==> src/rtl/disp_fade.sv <==
`timescale 1ns/1ps
// disp_fade: screen-swap fader placed after the text/game display mux.
// Delays the mux timing/RGB stream by two cycles while scaling RGB by a
// 0..16 brightness level. A game_state change fades the picture to black,
// swaps the mux select (state_disp) on a frame boundary while black, then
// fades back up.
module disp_fade #(
    parameter int unsigned FRAMES_PER_STEP = 2,
    parameter int unsigned STEP            = 1
) (
    input  logic        clk,
    input  logic        rst,
    input  logic [10:0] hcount_in,
    input  logic        hsync_in,
    input  logic        hblnk_in,
    input  logic [10:0] vcount_in,
    input  logic        vsync_in,
    input  logic        vblnk_in,
    input  logic [11:0] rgb_in,
    input  logic [2:0]  game_state,
    output logic [2:0]  state_disp,
    output logic        fade_busy,
    output logic [10:0] hcount_out,
    output logic        hsync_out,
    output logic        hblnk_out,
    output logic [10:0] vcount_out,
    output logic        vsync_out,
    output logic        vblnk_out,
    output logic [11:0] rgb_out
);

    typedef enum logic [1:0] {
        IDLE     = 2'd0,
        FADE_OUT = 2'd1,
        SWAP     = 2'd2,
        FADE_IN  = 2'd3
    } state_t;

    localparam logic [4:0] LVL_MAX  = 5'd16;
    localparam logic [4:0] LVL_STEP = 5'(STEP);
    localparam logic [3:0] CNT_LAST = 4'(FRAMES_PER_STEP - 1);

    // Control state
    state_t      r_state;
    state_t      w_state_nxt;
    logic [4:0]  r_level;
    logic [4:0]  w_level_nxt;
    logic [3:0]  r_frame_cnt;
    logic [3:0]  w_frame_cnt_nxt;
    logic [2:0]  r_state_disp;
    logic [2:0]  w_state_disp_nxt;
    logic        r_vblnk_prev;
    logic        r_fade_busy;

    logic        w_frame_tick;
    logic        w_step_tick;
    logic [4:0]  w_level_dec;
    logic [5:0]  w_level_sum;
    logic [4:0]  w_level_inc;

    // Pipeline stage 1
    logic [10:0] r_s1_hcount;
    logic        r_s1_hsync;
    logic        r_s1_hblnk;
    logic [10:0] r_s1_vcount;
    logic        r_s1_vsync;
    logic        r_s1_vblnk;
    logic [11:0] r_s1_rgb;
    logic [4:0]  r_s1_level;

    // Pipeline stage 2 (drives the output pins)
    logic [10:0] r_s2_hcount;
    logic        r_s2_hsync;
    logic        r_s2_hblnk;
    logic [10:0] r_s2_vcount;
    logic        r_s2_vsync;
    logic        r_s2_vblnk;
    logic [11:0] r_s2_rgb;
    logic [11:0] w_rgb_scaled;

    // Scale one 4-bit channel by level/16; level 16 passes the channel unchanged
    function automatic logic [3:0] scale_ch(input logic [3:0] ch, input logic [4:0] lvl);
        logic [8:0] prod;
        prod = {5'b0, ch} * {4'b0, lvl};
        return prod[7:4];
    endfunction

    assign w_frame_tick = vblnk_in & ~r_vblnk_prev;
    assign w_step_tick  = w_frame_tick && (r_frame_cnt == CNT_LAST);
    assign w_level_dec  = (r_level < LVL_STEP) ? '0 : (r_level - LVL_STEP);
    assign w_level_sum  = {1'b0, r_level} + {1'b0, LVL_STEP};
    assign w_level_inc  = (w_level_sum > {1'b0, LVL_MAX}) ? LVL_MAX : w_level_sum[4:0];

    // FSM next-state, brightness level and displayed-state update
    always_comb begin
        w_state_nxt      = r_state;
        w_level_nxt      = r_level;
        w_state_disp_nxt = r_state_disp;
        case (r_state)
            IDLE: begin
                w_level_nxt = LVL_MAX;
                if (game_state != r_state_disp) begin
                    w_state_nxt = FADE_OUT;
                end
            end
            FADE_OUT: begin
                if (w_step_tick) begin
                    w_level_nxt = w_level_dec;
                    if (w_level_dec == '0) begin
                        w_state_nxt = SWAP;
                    end
                end
            end
            SWAP: begin
                w_level_nxt = '0;
                if (w_frame_tick) begin
                    w_state_disp_nxt = game_state;
                    w_state_nxt      = FADE_IN;
                end
            end
            FADE_IN: begin
                if (w_step_tick) begin
                    w_level_nxt = w_level_inc;
                    if (w_level_inc == LVL_MAX) begin
                        w_state_nxt = IDLE;
                    end
                end
            end
            default: begin
                w_state_nxt = IDLE;
                w_level_nxt = LVL_MAX;
            end
        endcase
    end

    // Frame counter: cleared on every state entry, wraps on each step tick
    always_comb begin
        w_frame_cnt_nxt = r_frame_cnt;
        if (w_state_nxt != r_state) begin
            w_frame_cnt_nxt = '0;
        end else if (w_step_tick) begin
            w_frame_cnt_nxt = '0;
        end else if (w_frame_tick) begin
            w_frame_cnt_nxt = r_frame_cnt + 4'd1;
        end
    end

    // Control registers
    always_ff @(posedge clk or negedge rst) begin
        if (!rst) begin
            r_state      <= IDLE;
            r_level      <= LVL_MAX;
            r_frame_cnt  <= '0;
            r_state_disp <= '0;
            r_vblnk_prev <= 1'b0;
            r_fade_busy  <= 1'b0;
        end else begin
            r_state      <= w_state_nxt;
            r_level      <= w_level_nxt;
            r_frame_cnt  <= w_frame_cnt_nxt;
            r_state_disp <= w_state_disp_nxt;
            r_vblnk_prev <= vblnk_in;
            r_fade_busy  <= (w_state_nxt != IDLE);
        end
    end

    // Stage 1: capture the mux stream together with the current level
    always_ff @(posedge clk or negedge rst) begin
        if (!rst) begin
            r_s1_hcount <= '0;
            r_s1_hsync  <= 1'b0;
            r_s1_hblnk  <= 1'b0;
            r_s1_vcount <= '0;
            r_s1_vsync  <= 1'b0;
            r_s1_vblnk  <= 1'b0;
            r_s1_rgb    <= '0;
            r_s1_level  <= '0;
        end else begin
            r_s1_hcount <= hcount_in;
            r_s1_hsync  <= hsync_in;
            r_s1_hblnk  <= hblnk_in;
            r_s1_vcount <= vcount_in;
            r_s1_vsync  <= vsync_in;
            r_s1_vblnk  <= vblnk_in;
            r_s1_rgb    <= rgb_in;
            r_s1_level  <= r_level;
        end
    end

    assign w_rgb_scaled = (r_s1_hblnk | r_s1_vblnk) ? '0 :
                          {scale_ch(r_s1_rgb[11:8], r_s1_level),
                           scale_ch(r_s1_rgb[7:4],  r_s1_level),
                           scale_ch(r_s1_rgb[3:0],  r_s1_level)};

    // Stage 2: scaled colour and delayed timing to the output pins
    always_ff @(posedge clk or negedge rst) begin
        if (!rst) begin
            r_s2_hcount <= '0;
            r_s2_hsync  <= 1'b0;
            r_s2_hblnk  <= 1'b0;
            r_s2_vcount <= '0;
            r_s2_vsync  <= 1'b0;
            r_s2_vblnk  <= 1'b0;
            r_s2_rgb    <= '0;
        end else begin
            r_s2_hcount <= r_s1_hcount;
            r_s2_hsync  <= r_s1_hsync;
            r_s2_hblnk  <= r_s1_hblnk;
            r_s2_vcount <= r_s1_vcount;
            r_s2_vsync  <= r_s1_vsync;
            r_s2_vblnk  <= r_s1_vblnk;
            r_s2_rgb    <= w_rgb_scaled;
        end
    end

    assign state_disp = r_state_disp;
    assign fade_busy  = r_fade_busy;
    assign hcount_out = r_s2_hcount;
    assign hsync_out  = r_s2_hsync;
    assign hblnk_out  = r_s2_hblnk;
    assign vcount_out = r_s2_vcount;
    assign vsync_out  = r_s2_vsync;
    assign vblnk_out  = r_s2_vblnk;
    assign rgb_out    = r_s2_rgb;

endmodule
==> config.mk <==
export PLATFORM = sky130hd
export DESIGN_NAME = disp_fade
export DESIGN_NICKNAME = d
export VERILOG_FILES = /design/src/rtl/disp_fade.sv
export SDC_FILE = /design/constraint.sdc
export NUM_CORES = 1
export LEC_CHECK = 0
export ABC_AREA = 1
export BUFFER_PORTS_ARGS = -buffer_cell sky130_fd_sc_hd__buf_2
export CAP_MARGIN = 20
export CORE_MARGIN = 8
export CORE_UTILIZATION = 35
export DETAILED_ROUTE_END_ITERATION = 16
export MAX_ROUTING_LAYER = met4
export SLEW_MARGIN = 20
export SYNTH_ARGS = -nofsm -noshare
export SYNTH_HDL_FRONTEND = slang
export SYNTH_SLANG_ARGS = --single-unit
==> constraint.sdc <==
create_clock -name clk -period 3.4 [get_ports clk]
set_input_delay 0.17 -clock clk [delete_from_list [all_inputs] [get_ports clk]]
set_output_delay 0.17 -clock clk [all_outputs]
set_load 0.01 [all_outputs]
* Word level (Yosys, flattened, before mapping) *
Index checks and enable logic that the tools add are counted.

operators by class
  add/subtract/negate cells = 3
  multiply operators = 3
  order comparisons = 2
  equal/unequal tests = 9
  muxes and demuxes = 16
  bitwise logic cells = 3
  reduce and logical (&&, ||, !) cells = 7

operator list
  operator               count
  $mul A4 B5 Y8          3
  $mux W5                4
  $pmux W5 S4            1
  $mux W12               1
  $mux W2                6
  $mux W4                3
  $pmux W2 S4            1
  $add A5 B1 Y6 const B  1
  $gt A6 B5 Y1 const B   1
  $eq A5 B5 Y1 const B   1
  $logic_not A5 Y1       1
  $lt A5 B1 Y1 const B   1
  $sub A5 B1 Y5 const B  1
  $add A4 B1 Y4 const B  1
  $eq A2 B2 Y1 const B   2
  $eq A4 B1 Y1 const B   1
  $ne A2 B2 Y1 const B   2
  $reduce_and A2 Y1      2
  $ne A3 B3 Y1           1
  $reduce_bool A3 Y1     1
  $eq A2 B1 Y1 const B   1
  $logic_not A2 Y1       1
  $ne A2 B2 Y1           1
  $reduce_bool A2 Y1     1
  4 further kinds        4

storage, ports and cells
  register bits after elaboration = 96
  bits of input ports = 43
  output and inout bits = 42
  word-level logic and storage cells = 63

* Depth between registers and ports, before layout *
  depth in word-level cells = 9
  gate-level depth with buffers = 14
  depth with buffers taken out = 14

* Least setup slack after synthesis *
OpenSTA, ideal clock, no wires.

  path type = reg2reg
  start point = register r_s1_level[2]
  end point = register r_s2_rgb[2] (netlist: rgb_out[2])
  library setup time = 86 ps
  arrival = 2653 ps
  data required time = 3314 ps
  path slack = 661 ps
  stages on the path, launching flop included = 11
  path buffers = 1
  clock period less this slack = 2739 ps
  cells stage by stage = dfrtp_1 > clkbuf_1 > nand2_1 > fa_1 > inv_1 > fa_1 > ha_1 > a21boi_0 > o21a_1 > nor3_1 > nor3_1

on the way
  longest elaborated chain between the ends = 2

RTL lines
  element                 RTL line  RTL
  start, declared         69        logic [4:0] r_s1_level;
  start signal, assigned  186       r_s1_level <= r_level;
  $mul A4 B5 Y8           84        prod = {5'b0, ch} * {4'b0, lvl};
  $mux W12                190       assign w_rgb_scaled = (r_s1_hblnk | r_s1_vblnk) ? '0 :
  via w_rgb_scaled[2]     79        logic [11:0] w_rgb_scaled;
  end signal, assigned    212       r_s2_rgb <= w_rgb_scaled;
  end, declared           78        logic [11:0] r_s2_rgb;

The timed path passes the listed nets, and every way through them passes these cells.
A chain may end at the register's enable or synchronous reset.

* Worst setup path after layout *
  start point = register r_s1_level[1]
  end point = register r_s2_rgb[2] (netlist: rgb_out[2])

Same word-level chain as after synthesis.

==> impl_metrics.json <==
{
  "outcome": "complete, no violations",
  "vdd_drop_max_mv": 0.318,
  "tightestPinTransition_ns": 0.743,
  "grt_pass1_wl_mm": 16.6,
  "dp_slack_ns": 0.468,
  "crit_slowest_cell": "dfrtp_1",
  "synth_cell_types": 31,
  "cts_tree": "built",
  "dieArea_sq_um": 16900,
  "io_pins": 85,
  "htree_levels": 3,
  "async_reset_ff_share_pct": 100,
  "avgSynthCellArea_sq_um": 10.0,
  "worstPathMaxFanout": 12,
  "routedWlPerCell_um": 12.5,
  "power_density_nw_per_um2": 771,
  "nets": 673,
  "arrival_ns": 3.21,
  "yosysTopAreaCell": "dfrtp_1",
  "required_ns": 3.66,
  "drt_iter0_markers": 157,
  "totalWireLength_mm": 9.53,
  "r2r_start": "r_s1_level[1]",
  "cp_slowest_stage_delay_ns": 0.56,
  "syn_area_sq_um": 4560,
  "gp_congestion": 0.845,
  "first_pass_iters": 4,
  "yosys_warnings": 0,
  "die_height_um": 130,
  "slew-limit-headroom_pct": 50.5,
  "drive_gt1_share_pct": 20.7,
  "layout_setup_ws_ns": 0.449,
  "leakagePower_nw": 3.09,
  "drv_slew": 0,
  "r2r_slack_ns": 0.45,
  "clock-sinks": 96,
  "grt_pass1_vias": 3614,
  "coreArea_sq_um": 12700,
  "initial_utilization_pct": 36.0,
  "dp_hpwl_mm": 7.06,
  "cp-start-kind": "flop",
  "ys_seq_area_share_pct": 52.7,
  "synth_top_area_share_pct": 52.1,
  "numPortBuffers": 84,
  "drtAntennaViolNets": 0,
  "avgViaCountPerCell": 4.50,
  "period_share_pct": 86.8,
  "critical_path_class": "flop to flop",
  "startpoint": "r_s1_level[1]",
  "synthCells": 454,
  "antenna_cells": 0,
  "syn_nets": 544,
  "max_freq_mhz": 339,
  "clk_pin_slew_ns": 0.08,
  "clock_path_buffers": 2,
  "synth_edf_count": 0,
  "antenna_found_initial": 0,
  "clkLatencyLatePin_ns": 0.35,
  "dp_cells": 705,
  "place_area_sq_um": 5170,
  "cts_root_buf": "clkbuf_16",
  "crit_buf_inv": 1,
  "ys_ff_latch": 96,
  "synth_most_common_cell": "dfrtp_1",
  "grt-ovfl-total": 0,
  "path_delay_family": "adder cells",
  "path_depth": 9,
  "finalSetupTns_ns": 0,
  "hold_slack_ns": 0.0635,
  "ff2ff_path_depth": 9,
  "finish.instance_area_sq_um": 5880,
  "finalHoldViolCount": 0,
  "track_usage_pct": 12.8,
  "synth_commonest_cells": "95 x dfrtp_1, 94 x nand2_1, 71 x inv_1, 32 x ha_1, 24 x nor2_1",
  "hold_path_class": "primary input to flop",
  "vias": 3422,
  "critical_path.cell_chain": "nand2_1 -> fa_1 -> inv_1 -> fa_1 -> ha_1 -> a21boi_0 -> o21a_1 -> nor3_1 -> nor3_1",
  "die_w_um": 130,
  "rows": 41,
  "max_cap_violations": 0,
  "final_cells": 760,
  "endpoint_kind": "flop",
  "fin_skew_ns": 0.00914,
  "drc": 0,
  "r2r_end": "rgb_out[2]",
  "yosys-top-cells-area": "dfrtp_1 52%, ha_1 8.8%, nand2_1 7.7%",
  "cts_inserted_buffers": 9,
  "grt_setup_unrepaired": "false",
  "timing.critical_path.to": "rgb_out[2]",
  "grt_max_degree": 85,
  "final-setup-viol-count": 0,
  "fin_crit_ns": 2.95,
  "syn_to_final_growth_pct": 28.9,
  "ctsResizeCount": 0,
  "ys.flop_type": "dfrtp_1"
}
routing by layer:
metal / vias up / GRT usage [%] / share of wire, %
met5: - / - / 0
met2: 65 / 20.7 / 49
li1: 1705 / - / -
met1: 1642 / 15.0 / 44
met3: 10 / 3.47 / 4.9
met4: 0 / 4.51 / 1.4
stage by stage:
stage | util (%) | power (mW)
finish | 46.4 | 4.53
CTS | 46.3 | 4.61
detailed placement | 40.8 | 3.50
global placement | 40.8 | 3.43
floorplan | - | 3.01
global route | 46.4 | 4.99
registers in the layout, summed over array words and instances (netlist names):
name and cells:
r_s1_vsync 1, r_s1_level 5, r_frame_cnt 4, r_s1_hcount 11
state_disp 3, vcount_out 11, r_s1_vblnk 1, r_s1_rgb 12
r_state 2, hsync_out 1, r_s1_vcount 11, hblnk_out 1
vsync_out 1, fade_busy 1, hcount_out 11, r_s1_hblnk 1
vblnk_out 1, rgb_out 12, r_s1_hsync 1, r_level 5
kinds of logic (layout without fill, tap and decap cells):
group / after synthesis / after routing / share of synthesized area [%]
simple gates: 173 / 173 / 16.5
mux: 3 / 3 / 0.740
xor+xnor: 11 / 11 / 2.11
buf+inv: 81 / 215 / 6.88
fa+ha+maj: 47 / 47 / 15.4
flops: 96 / 96 / 52.7
compound gates: 43 / 43 / 5.68
power by group:
| part | leakage, nW | switching [mW] | internal, mW | total (mW) |
|---|---|---|---|---|
| Sequential | 1.14 | 0.241 | 1.33 | 1.57 |
| Clock | 0.152 | 0.498 | 0.531 | 1.03 |
| Combinational | 1.79 | 1.13 | 0.796 | 1.93 |
| Total | 3.09 | 1.87 | 2.66 | 4.53 |
cells in the final DEF (no fill, tap or decap):
master	Yosys	layout
xor2_1	7	7
nand3_2	2	2
buf_4	0	1
nor3_1	13	13
inv_12	0	1
a31oi_1	4	4
a21boi_0	2	2
inv_1	71	71
nand2_1	94	94
nand3b_1	1	1
nand3_1	20	20
inv_6	0	3
nand4_1	11	11
a21boi_2	1	1
mux2_2	3	3
dfrtp_1	95	95
o21a_1	3	3
dfstp_2	1	1
o21ai_2	1	1
a21oi_1	17	17
fa_1	15	15
buf_2	2	83
ha_1	32	32
o211ai_1	4	4
nand2_2	6	6
xnor2_1	4	4
clkinv_8	0	2
nor2_1	24	24
a31o_2	1	1
a21boi_1	1	1
nor2_2	2	2
inv_2	4	4
buf_6	1	1
o21ai_0	9	9
dlygate4sd3_1	0	39
clkbuf_16	0	9
inv_8	0	1
repair_timing:
action / 4_1_cts / 5_1_grt
hold endpoints to repair: 38 / 82
setup buffers: 0 / 0
hold buffers: 38 / 1
area by class of cell:
class,instances,area (sq um)
Clock buffer,9,225
Timing Repair Buffer,124,825
Inverter,75,282
Sequential cell,96,2400
Fill cell,1217,6790
Multi-Input combinational cell,277,1840
Clock inverter,7,86.3
Tap cell,172,215
how the worst min path moves through the flow:
stage / end / slack, ns / start / cells after the start
detailed placement: r_s1_vcount[0] / 0.28 / vcount_in[0] / 1
finish: state_disp[2] / 0.06 / game_state[2] / 2
global placement: r_s1_vcount[8] / 0.28 / vcount_in[8] / 1
global route: state_disp[2] / 0.05 / game_state[2] / 2
CTS: fade_busy / 0.04 / rst / 1
floorplan: fade_busy / -0.13 / rst / 0
Note: power is estimated with default switching activity, not from simulation.
